`config.mk`:
```
export PLATFORM = sky130hd
export DESIGN_NAME = seq_mag_comp
export DESIGN_NICKNAME = d
export VERILOG_FILES = /design/src/rtl/mag_comp_pkg.sv /design/src/rtl/mag_comp_digit.sv /design/src/rtl/seq_mag_comp.sv
export SDC_FILE = /design/constraint.sdc
export NUM_CORES = 1
export LEC_CHECK = 0
export BUFFER_PORTS_ARGS = -buffer_cell sky130_fd_sc_hd__buf_2
export CAP_MARGIN = 20
export CORE_ASPECT_RATIO = 1.75
export CORE_MARGIN = 8
export CORE_UTILIZATION = 29
export DETAILED_ROUTE_END_ITERATION = 8
export GPL_TIMING_DRIVEN = 0
export MAX_ROUTING_LAYER = met4
export PLACE_DENSITY = 0.5
export SKIP_LAST_GASP = 1
export SLEW_MARGIN = 20
export SYNTH_ARGS = -nofsm -noshare
export SYNTH_HDL_FRONTEND = slang
export SYNTH_SLANG_ARGS = --single-unit
```
`constraint.sdc`:
```
create_clock -name clk -period 2.7 [get_ports clk]
set_input_delay 0.135 -clock clk [delete_from_list [all_inputs] [get_ports clk]]
set_output_delay 0.135 -clock clk [all_outputs]
set_load 0.02 [all_outputs]
```
`src/rtl/mag_comp_pkg.sv`:
```
// Shared definitions for the sequential magnitude comparator.
//   state_e     : controller states (IDLE, CMP)
//   RES_*       : bit positions of the GT/LT/EQ flags in the result vector
//   num_digits  : number of DIGIT-wide slices in a WIDTH-bit operand
package mag_comp_pkg;

  typedef enum logic [0:0] {
    IDLE = 1'b0,
    CMP  = 1'b1
  } state_e;

  localparam int RES_EQ = 0;
  localparam int RES_LT = 1;
  localparam int RES_GT = 2;
  localparam int RES_W  = 3;

  function automatic int num_digits(input int width, input int digit);
    return width / digit;
  endfunction

endpackage

```
`src/rtl/mag_comp_digit.sv`:
```
// Combinational unsigned compare of one DIGIT-bit slice.
//   a, b : digit operands
//   gt   : a > b
//   lt   : a < b
//   eq   : a == b
module mag_comp_digit #(
  parameter int DIGIT = 4
) (
  input  logic [DIGIT-1:0] a,
  input  logic [DIGIT-1:0] b,
  output logic             gt,
  output logic             lt,
  output logic             eq
);

  assign gt = (a > b);
  assign lt = (a < b);
  assign eq = (a == b);

endmodule

```
`src/rtl/seq_mag_comp.sv`:
```
// Multi-cycle magnitude comparator. Compares A and B one DIGIT-bit slice per
// cycle, most-significant slice first, stopping at the first differing slice.
//   clk, rst   : rising-edge clock, synchronous active-high reset
//   start      : request, taken when idle or on the decision cycle
//   A, B       : operands, sampled when the request is taken
//   is_signed  : 1 = two's-complement compare, sampled with the request
//   busy       : a compare is in progress
//   done       : one-cycle pulse, result flags freshly updated
//   A_gt_b/A_lt_b/A_eq_b : one-hot result, held until the next completion
module seq_mag_comp
  import mag_comp_pkg::*;
#(
  parameter int WIDTH = 16,
  parameter int DIGIT = 4
) (
  input  logic             clk,
  input  logic             rst,
  input  logic             start,
  input  logic [WIDTH-1:0] A,
  input  logic [WIDTH-1:0] B,
  input  logic             is_signed,
  output logic             busy,
  output logic             done,
  output logic             A_gt_b,
  output logic             A_lt_b,
  output logic             A_eq_b
);

  localparam int ND = num_digits(WIDTH, DIGIT);
  localparam int IW = (ND > 1) ? $clog2(ND) : 1;
  localparam logic [IW-1:0] IDX_TOP = IW'(ND - 1);

  state_e                     state;
  logic [IW-1:0]              idx;
  logic [ND-1:0][DIGIT-1:0]   a_q;
  logic [ND-1:0][DIGIT-1:0]   b_q;
  logic [RES_W-1:0]           res;
  logic [RES_W-1:0]           res_nxt;
  logic [WIDTH-1:0]           msb_mask;
  logic                       d_gt, d_lt, d_eq;
  logic                       last;
  logic                       accept;

  // Flipping the sign bit of both operands maps two's-complement order onto
  // unsigned order, so the digit compare below never needs to know the mode.
  assign msb_mask = WIDTH'(is_signed) << (WIDTH - 1);

  mag_comp_digit #(.DIGIT(DIGIT)) u_digit (
    .a  (a_q[idx]),
    .b  (b_q[idx]),
    .gt (d_gt),
    .lt (d_lt),
    .eq (d_eq)
  );

  // Decision cycle: first differing digit, or the final digit when all match.
  assign last = (state == CMP) && (!d_eq || (idx == '0));

  // A request on the decision cycle is taken immediately so back-to-back
  // compares keep busy high; requests on other compare cycles are dropped.
  assign accept = start && ((state == IDLE) || last);

  always_comb begin
    res_nxt         = '0;
    res_nxt[RES_GT] = d_gt;
    res_nxt[RES_LT] = d_lt;
    res_nxt[RES_EQ] = d_eq;
  end

  always_ff @(posedge clk) begin
    if (rst) begin
      state <= IDLE;
      idx   <= '0;
      a_q   <= '0;
      b_q   <= '0;
      res   <= '0;
      done  <= 1'b0;
    end else begin
      done <= last;
      if (last) res <= res_nxt;

      if (accept) begin
        a_q   <= A ^ msb_mask;
        b_q   <= B ^ msb_mask;
        idx   <= IDX_TOP;
        state <= CMP;
      end else if (last) begin
        state <= IDLE;
      end else if (state == CMP) begin
        idx <= idx - 1'b1;
      end
    end
  end

  assign busy   = (state == CMP);
  assign A_gt_b = res[RES_GT];
  assign A_lt_b = res[RES_LT];
  assign A_eq_b = res[RES_EQ];

endmodule

```
==> results of run 1 <==
## cell usage after synthesis (2+ instances only)
cell type | number | share of area
sky130_fd_sc_hd__a21oi_1 | 34 | 0.10
sky130_fd_sc_hd__clkbuf_1 | 4 | 0.0089
sky130_fd_sc_hd__nand2_1 | 63 | 0.14
sky130_fd_sc_hd__xnor2_1 | 2 | 0.010
sky130_fd_sc_hd__ha_1 | 5 | 0.037
sky130_fd_sc_hd__mux4_2 | 8 | 0.11
sky130_fd_sc_hd__inv_1 | 7 | 0.016
sky130_fd_sc_hd__a21o_1 | 2 | 0.0089
sky130_fd_sc_hd__buf_2 | 5 | 0.015
sky130_fd_sc_hd__dfxtp_1 | 39 | 0.46
sky130_fd_sc_hd__buf_4 | 3 | 0.013
sky130_fd_sc_hd__a211oi_2 | 2 | 0.015
sky130_fd_sc_hd__nor2_1 | 6 | 0.013
## cell usage in the layout, fill, tap and decap left out, types with 2 or more instances in the layout
master / instances
sky130_fd_sc_hd__nand2_1: 63
sky130_fd_sc_hd__buf_2: 43
sky130_fd_sc_hd__dfxtp_1: 39
sky130_fd_sc_hd__a21oi_1: 34
sky130_fd_sc_hd__mux4_2: 8
sky130_fd_sc_hd__inv_1: 7
sky130_fd_sc_hd__nor2_1: 6
sky130_fd_sc_hd__clkbuf_1: 5
sky130_fd_sc_hd__ha_1: 5
sky130_fd_sc_hd__clkbuf_8: 5
sky130_fd_sc_hd__buf_4: 3
sky130_fd_sc_hd__o21ai_1: 2
sky130_fd_sc_hd__xnor2_1: 2
sky130_fd_sc_hd__a211oi_2: 2
sky130_fd_sc_hd__a21o_1: 2
## cell type report
| type | count | area, um2 | area share |
|---|---|---|---|
| well taps | 78 | 97.6 | 0.0474 |
| flip-flops and latches | 39 | 781 | 0.380 |
| clock buffers | 6 | 72.6 | 0.0353 |
| plain buffers | 13 | 76.3 | 0.0371 |
| repair buffers | 39 | 195 | 0.0949 |
| inverters | 7 | 26.3 | 0.0128 |
| multi-input cells | 133 | 808 | 0.393 |
## metal layers
layer,part of all wire,up-vias,track usage
met5,0,-,-
met4,0.016,0,0.0443
met3,0.037,5,0.0230
met2,0.57,28,0.202
met1,0.37,677,0.103
li1,-,733,-
## logic make-up after synthesis
family	Yosys count	share of synthesized area
AND/OR/NAND/NOR	74	0.176
AO/OA/AOI/OAI	44	0.149
flip-flops	39	0.462
buffers and inverters	20	0.0593
multiplexers	8	0.107
adder cells (fa/ha/maj)	5	0.0370
XOR/XNOR	2	0.0104
## worst max-delay path by stage
stage                                   start                  end  slack, ns  cells after the start
after floorplan           idx[0]$_SDFFE_PP0P_  a_q[4]$_SDFFE_PP0P_       0.42                      9
after global placement    idx[0]$_SDFFE_PP0P_  res[1]$_SDFFE_PP0P_       0.06                      7
after detailed placement  idx[0]$_SDFFE_PP0P_  b_q[3]$_SDFFE_PP0P_       0.07                      9
after CTS                 idx[0]$_SDFFE_PP0P_  b_q[3]$_SDFFE_PP0P_       0.06                      9
after global routing      idx[0]$_SDFFE_PP0P_  b_q[3]$_SDFFE_PP0P_       0.02                      9
final                     idx[0]$_SDFFE_PP0P_  b_q[3]$_SDFFE_PP0P_       0.17                      9
## timing repair
| item | 4_1_cts | 5_1_grt |
|---|---|---|
| endpoints found under the setup margin | 0 | 24 |
| hold buffers | 0 | 0 |
| resized for setup | 0 | 2 |
## power by group through the flow
stage               Sequential [mW]  Combinational (mW)  Clock, mW
detailed placement            0.654               0.266          0
global route                  0.646               0.295      0.394
finish                        0.640               0.263      0.354
floorplan                     0.658               0.176          0
global placement              0.652               0.265          0
CTS                           0.640               0.267      0.369
## worst max-delay path, stage by stage, from the launching register on
cell and delay (ns):
sky130_fd_sc_hd__dfxtp_1 0.31, sky130_fd_sc_hd__clkbuf_4 0.25, sky130_fd_sc_hd__mux4_2 0.54, sky130_fd_sc_hd__ha_1 0.35, sky130_fd_sc_hd__nand4_2 0.19, sky130_fd_sc_hd__o21a_1 0.22, sky130_fd_sc_hd__buf_2 0.17, sky130_fd_sc_hd__buf_2 0.20
sky130_fd_sc_hd__nand2_1 0.10, sky130_fd_sc_hd__a21oi_1 0.06
## sequential cells by signal, indices dropped and copies added, names as in the netlist
register  cells
a_q          16
idx           2
res           3
busy          1
b_q          16
done          1
==> flow_metrics.env, run 1 <==
export IMPL_synthesized_area_per_cell_um2=8.80
export IMPL_min_path_type="in -> reg"
export IMPL_estimated_wirelength_of_the_detail_placed_design_um=3340
export IMPL_first_pass_iters=4
export IMPL_switchingPower_uw=349
export IMPL_netSwitchingFraction=0.278
export IMPL_preCtsSetupSlack_ns=0.0710
export IMPL_htree_levels=2
export IMPL_max_slew_worst_pin_slew_ns=0.576
export IMPL_core_area_um2=5740
export IMPL_final_layout_size_suffix_gt1_frac=0.270
export IMPL_instances_no_fill=315
export IMPL_netlist_area_before_placement_um2=1690
export IMPL_drt_wl_total_um=4270
export IMPL_postCtsSetupBuffers=0
export IMPL_postSynth_asyncResetShare=0
export IMPL_finalCoreUtilization=0.358
export IMPL_drt_iter0_drc=56
export IMPL_cts_tree="built"
export IMPL_slew_viol_final=0
export IMPL_cp_start_kind="flop"
export IMPL_intPower_uw=908
export IMPL_synth_ff_type="sky130_fd_sc_hd__dfxtp_1"
export IMPL_crit_path_max_fanout=10
export IMPL_final_min_period_over_clock_period=0.937
export IMPL_syn_instance_count=192
export IMPL_fillcell_total=663
export IMPL_timing_rr_start="idx[0]$_SDFFE_PP0P_"
export IMPL_fmax_mhz=395
export IMPL_synth_fp_nets=233
export IMPL_cp_required_ns=2.85
export IMPL_worstReg2RegEnd="b_q[3]$_SDFFE_PP0P_"
export IMPL_floorplan_die_height_um=117
export IMPL_hold_worst_slack_ns=0.0834
export IMPL_min_delay_path_depth=3
export IMPL_slack_of_the_worst_reg_to_reg_path_ns=0.17
export IMPL_cts_sinks=39
export IMPL_timing_hold_worst_start="A[6]"
export IMPL_cts_inserted_buffers=5
export IMPL_leakage_nw=0.854
export IMPL_grt_antenna_before_repair=0
export IMPL_yosysWarningCount=0
export IMPL_number_of_global_route_vias_before_repair=1502
export IMPL_yosys_cell_types_count=25
export IMPL_drtAntennaViolNets=0
export IMPL_fin_skew_ns=0.00561
export IMPL_worst_endpoint_arrival_ns=2.68
export IMPL_ff2ff_path_depth=9
export IMPL_timing_final_hold_violations=0
export IMPL_placed_area_um2=1980
export IMPL_p_seq_frac=0.509
export IMPL_clock_power_share=0.281
export IMPL_timing_final_crit_period_ns=2.53
export IMPL_drcViolationCount=0
export IMPL_rsz_0062_raised_after_global_routing="false"
export IMPL_clock_tree_root_cell="sky130_fd_sc_hd__clkbuf_8"
export IMPL_seq_cells_post_synth=39
export IMPL_finalWorstSetupSlack_ns=0.170
export IMPL_timing_final_setup_violations=0
export IMPL_grt_start_max_net_pins=11
export IMPL_ir_worst_vdd_mv=0.232
export IMPL_timing_max_slew_rel_slack=0.616
export IMPL_yosysSeqAreaShare=0.462
export IMPL_synth_edff_count=0
export IMPL_antennaDiodeCount=0
export IMPL_setup_tns_ns=0
export IMPL_grt_first_pass_wirelength_um=6890
export IMPL_maxCapViolations=0
export IMPL_hold_path_end="a_q[6]$_SDFFE_PP0P_"
export IMPL_power_total_mw=1.26
export IMPL_critical_path_class="reg -> reg"
export IMPL_synthToLayoutAreaGrowth_pct=21.8
export IMPL_grt_total_usage=0.108
export IMPL_initial_core_util=0.294
export IMPL_final_design_area_no_fill_um2=2060
export IMPL_clk_latency_ns=0.28
export IMPL_die_w_um=73.7
export IMPL_dpl_cell_count=309
export IMPL_detail_route_vias_per_cell=4.58
export IMPL_clockBufferDepth=2
export IMPL_drt_wl_cell_um=13.5
export IMPL_worst_setup_hold_path_clk_slew_ns=0.07
export IMPL_ios=41
export IMPL_endpoint_kind="flop"
export IMPL_grt_remaining_overflow=0
export IMPL_rows=37
export IMPL_port_buffers=39
export IMPL_gp_congestion=0.775
export IMPL_die_area_um2=8620
export IMPL_pwr_share_comb=0.209
export IMPL_routed_via_count=1443
export IMPL_number_of_nets_in_the_layout=279
export IMPL_outcome="complete, no violations"
export IMPL_power_density_nw_per_um2=611
Note: power is estimated with default switching activity, not from simulation.
==> run 2, diff against run 1 <==
--- a/config.mk
+++ b/config.mk
@@ -13,3 +13,3 @@
 export DETAILED_ROUTE_END_ITERATION = 8
-export GPL_TIMING_DRIVEN = 0
+export GPL_TIMING_DRIVEN = 1
 export MAX_ROUTING_LAYER = met4
--- a/constraint.sdc
+++ b/constraint.sdc
@@ -3,2 +3,2 @@
 set_output_delay 0.135 -clock clk [all_outputs]
-set_load 0.02 [all_outputs]
+set_load 0.01 [all_outputs]
==> flow_metrics.env, run 2 (synthesis gave the netlist of run 1 again) <==
export IMPL_port_buffers=40
export IMPL_setup_tns_ns=0
export IMPL_grt_most_used_layer="met2"
export IMPL_drt_wl_cell_um=12.9
export IMPL_min_path_type="in -> reg"
export IMPL_initial_core_util=0.294
export IMPL_floorplan_die_height_um=117
export IMPL_hold_worst_slack_ns=0.0766
export IMPL_ios=41
export IMPL_fmax_mhz=424
export IMPL_rows=37
export IMPL_first_pass_iters=4
export IMPL_cp_start_kind="flop"
export IMPL_worst_setup_path_startpoint="idx[0]$_SDFFE_PP0P_"
export IMPL_endpoint_kind="flop"
export IMPL_final_layout_size_suffix_gt1_frac=0.283
export IMPL_postCtsHoldBufs=0
export IMPL_dpl_cell_count=303
export IMPL_final_min_period_over_clock_period=0.873
export IMPL_met2_usage=0.198
export IMPL_number_of_nets_in_the_layout=273
export IMPL_timing_rr_start="idx[0]$_SDFFE_PP0P_"
export IMPL_drt_wl_total_um=4010
export IMPL_cp_cell_sequence="buf_4, mux4_2, ha_1, nand4_2, o21a_1, buf_12, nor2_1, a211oi_2"
export IMPL_die_area_um2=8620
export IMPL_grt_remaining_overflow=0
export IMPL_fin_skew_ns=0.00719
export IMPL_antennaDiodeCount=0
export IMPL_worst_endpoint_arrival_ns=2.51
export IMPL_rsz_0062_raised_after_global_routing="false"
export IMPL_timing_critical_path_slowest_stage_cell="sky130_fd_sc_hd__mux4_2"
export IMPL_detail_route_vias_per_cell=4.56
export IMPL_timing_final_setup_violations=0
export IMPL_grt_first_pass_wirelength_um=6790
export IMPL_gp_congestion=0.707
export IMPL_timing_max_slew_rel_slack=0.519
export IMPL_postCtsResizedCells=0
export IMPL_cts_sinks=39
export IMPL_crit_path_max_fanout=30
export IMPL_estimated_wirelength_of_the_detail_placed_design_um=3010
export IMPL_finalCoreUtilization=0.367
export IMPL_clockBufferDepth=2
export IMPL_die_w_um=73.7
export IMPL_leakage_nw=0.875
export IMPL_layout_commonest_cell="sky130_fd_sc_hd__nand2_1"
export IMPL_critical_path_max_stage_delay_ns=0.52
export IMPL_power_density_nw_per_um2=663
export IMPL_number_of_global_route_vias_before_repair=1518
export IMPL_maxCapViolations=0
export IMPL_critical_path_class="reg -> reg"
export IMPL_grt_antenna_before_repair=0
export IMPL_grt_total_usage=0.105
export IMPL_cts_inserted_buffers=5
export IMPL_core_area_um2=5740
export IMPL_max_slew_worst_pin_slew_ns=0.722
export IMPL_drtAntennaViolNets=0
export IMPL_timing_final_crit_period_ns=2.36
export IMPL_outcome="complete, no violations"
export IMPL_cp_required_ns=2.85
export IMPL_ir_worst_vdd_mv=0.210
export IMPL_instances_no_fill=311
export IMPL_reg_top3="a_q: 16 flops, b_q: 16 flops, res: 3 flops"
export IMPL_routed_via_count=1417
export IMPL_htree_levels=2
export IMPL_grt_start_max_net_pins=40
export IMPL_timing_hold_worst_start="A[11]"
export IMPL_slew_viol_final=0
export IMPL_drcViolationCount=0
export IMPL_clk_latency_ns=0.29
export IMPL_postCtsSetupBuffers=0
export IMPL_drt_iter0_drc=69
export IMPL_final_design_area_no_fill_um2=2100
export IMPL_groute_layer_met1_usage=0.0966
export IMPL_cts_tree="built"
export IMPL_clock_tree_root_cell="sky130_fd_sc_hd__clkbuf_8"
export IMPL_most_used_cells_in_the_layout_excluding_fill_and_tap_cells="sky130_fd_sc_hd__nand2_1, sky130_fd_sc_hd__buf_2, sky130_fd_sc_hd__dfxtp_1, sky130_fd_sc_hd__a21oi_1, sky130_fd_sc_hd__mux4_2"
export IMPL_synthToLayoutAreaGrowth_pct=24.6
export IMPL_worst_setup_hold_path_clk_slew_ns=0.08
export IMPL_timing_final_hold_violations=0
export IMPL_grtUsageMet3=0.0154
export IMPL_placed_area_um2=1990
-- run 2: cell count changes in the layout (fill, tap and decap cells not counted), sizes merged --
cell,change
bufinv,+1
buf,-1
clkbuf,-5
clkinv,+1
-- run 2: report_power, final --
group | internal (mW) | switching [mW] | leakage, nW | total, mW
clock network | 0.299 | 0.198 | 0.0612 | 0.497
logic | 0.121 | 0.133 | 0.492 | 0.254
registers | 0.620 | 0.0234 | 0.322 | 0.643
-- run 2: worst paths after layout --
check / cells after the start / to / slack (ns)
setup reg to reg: 8 / a_q[15]$_SDFFE_PP0P_ / 0.34
setup / recovery: 8 / a_q[15]$_SDFFE_PP0P_ / 0.34
hold reg to reg: 2 / res[2]$_SDFFE_PP0P_ / 0.45
hold / removal: 3 / a_q[11]$_SDFFE_PP0P_ / 0.08
-- run 2: worst max-delay path, delay by kind of cell (launching register included) --
family	cells	cell delay [ns]
multiplexers	1	0.52
AO/OA/AOI/OAI	2	0.33
AND/OR/NAND/NOR	2	0.31
flip-flops	1	0.31
adder cells (fa/ha/maj)	1	0.34
buffers and inverters	2	0.37
-- run 2: area by class of cell --
cell class              instances  area, um2
multi-input cells             133        812
well taps                      78       97.6
fillers                       642       3640
repair buffers                 46        270
inverters                       7       26.3
clock buffers                   6       82.6
clock inverters                 2       35.0
flip-flops and latches         39        781
-- run 2: metrics by stage --
stage | total power, mW | setup slack (ns)
finish | 1.39 | 0.343
global route | 1.48 | 0.119
CTS | 1.42 | 0.327
detailed placement | 0.917 | 0.341
global placement | 0.914 | 0.384
floorplan | 0.828 | 0.425
-- run 2: routing by layer --
metal / up-vias / part of all wire / wire length [um]
met5: - / 0 / 0
met4: 0 / 0.017 / 70
met3: 5 / 0.024 / 98
met2: 22 / 0.57 / 2300
met1: 668 / 0.38 / 1540
li1: 722 / - / -
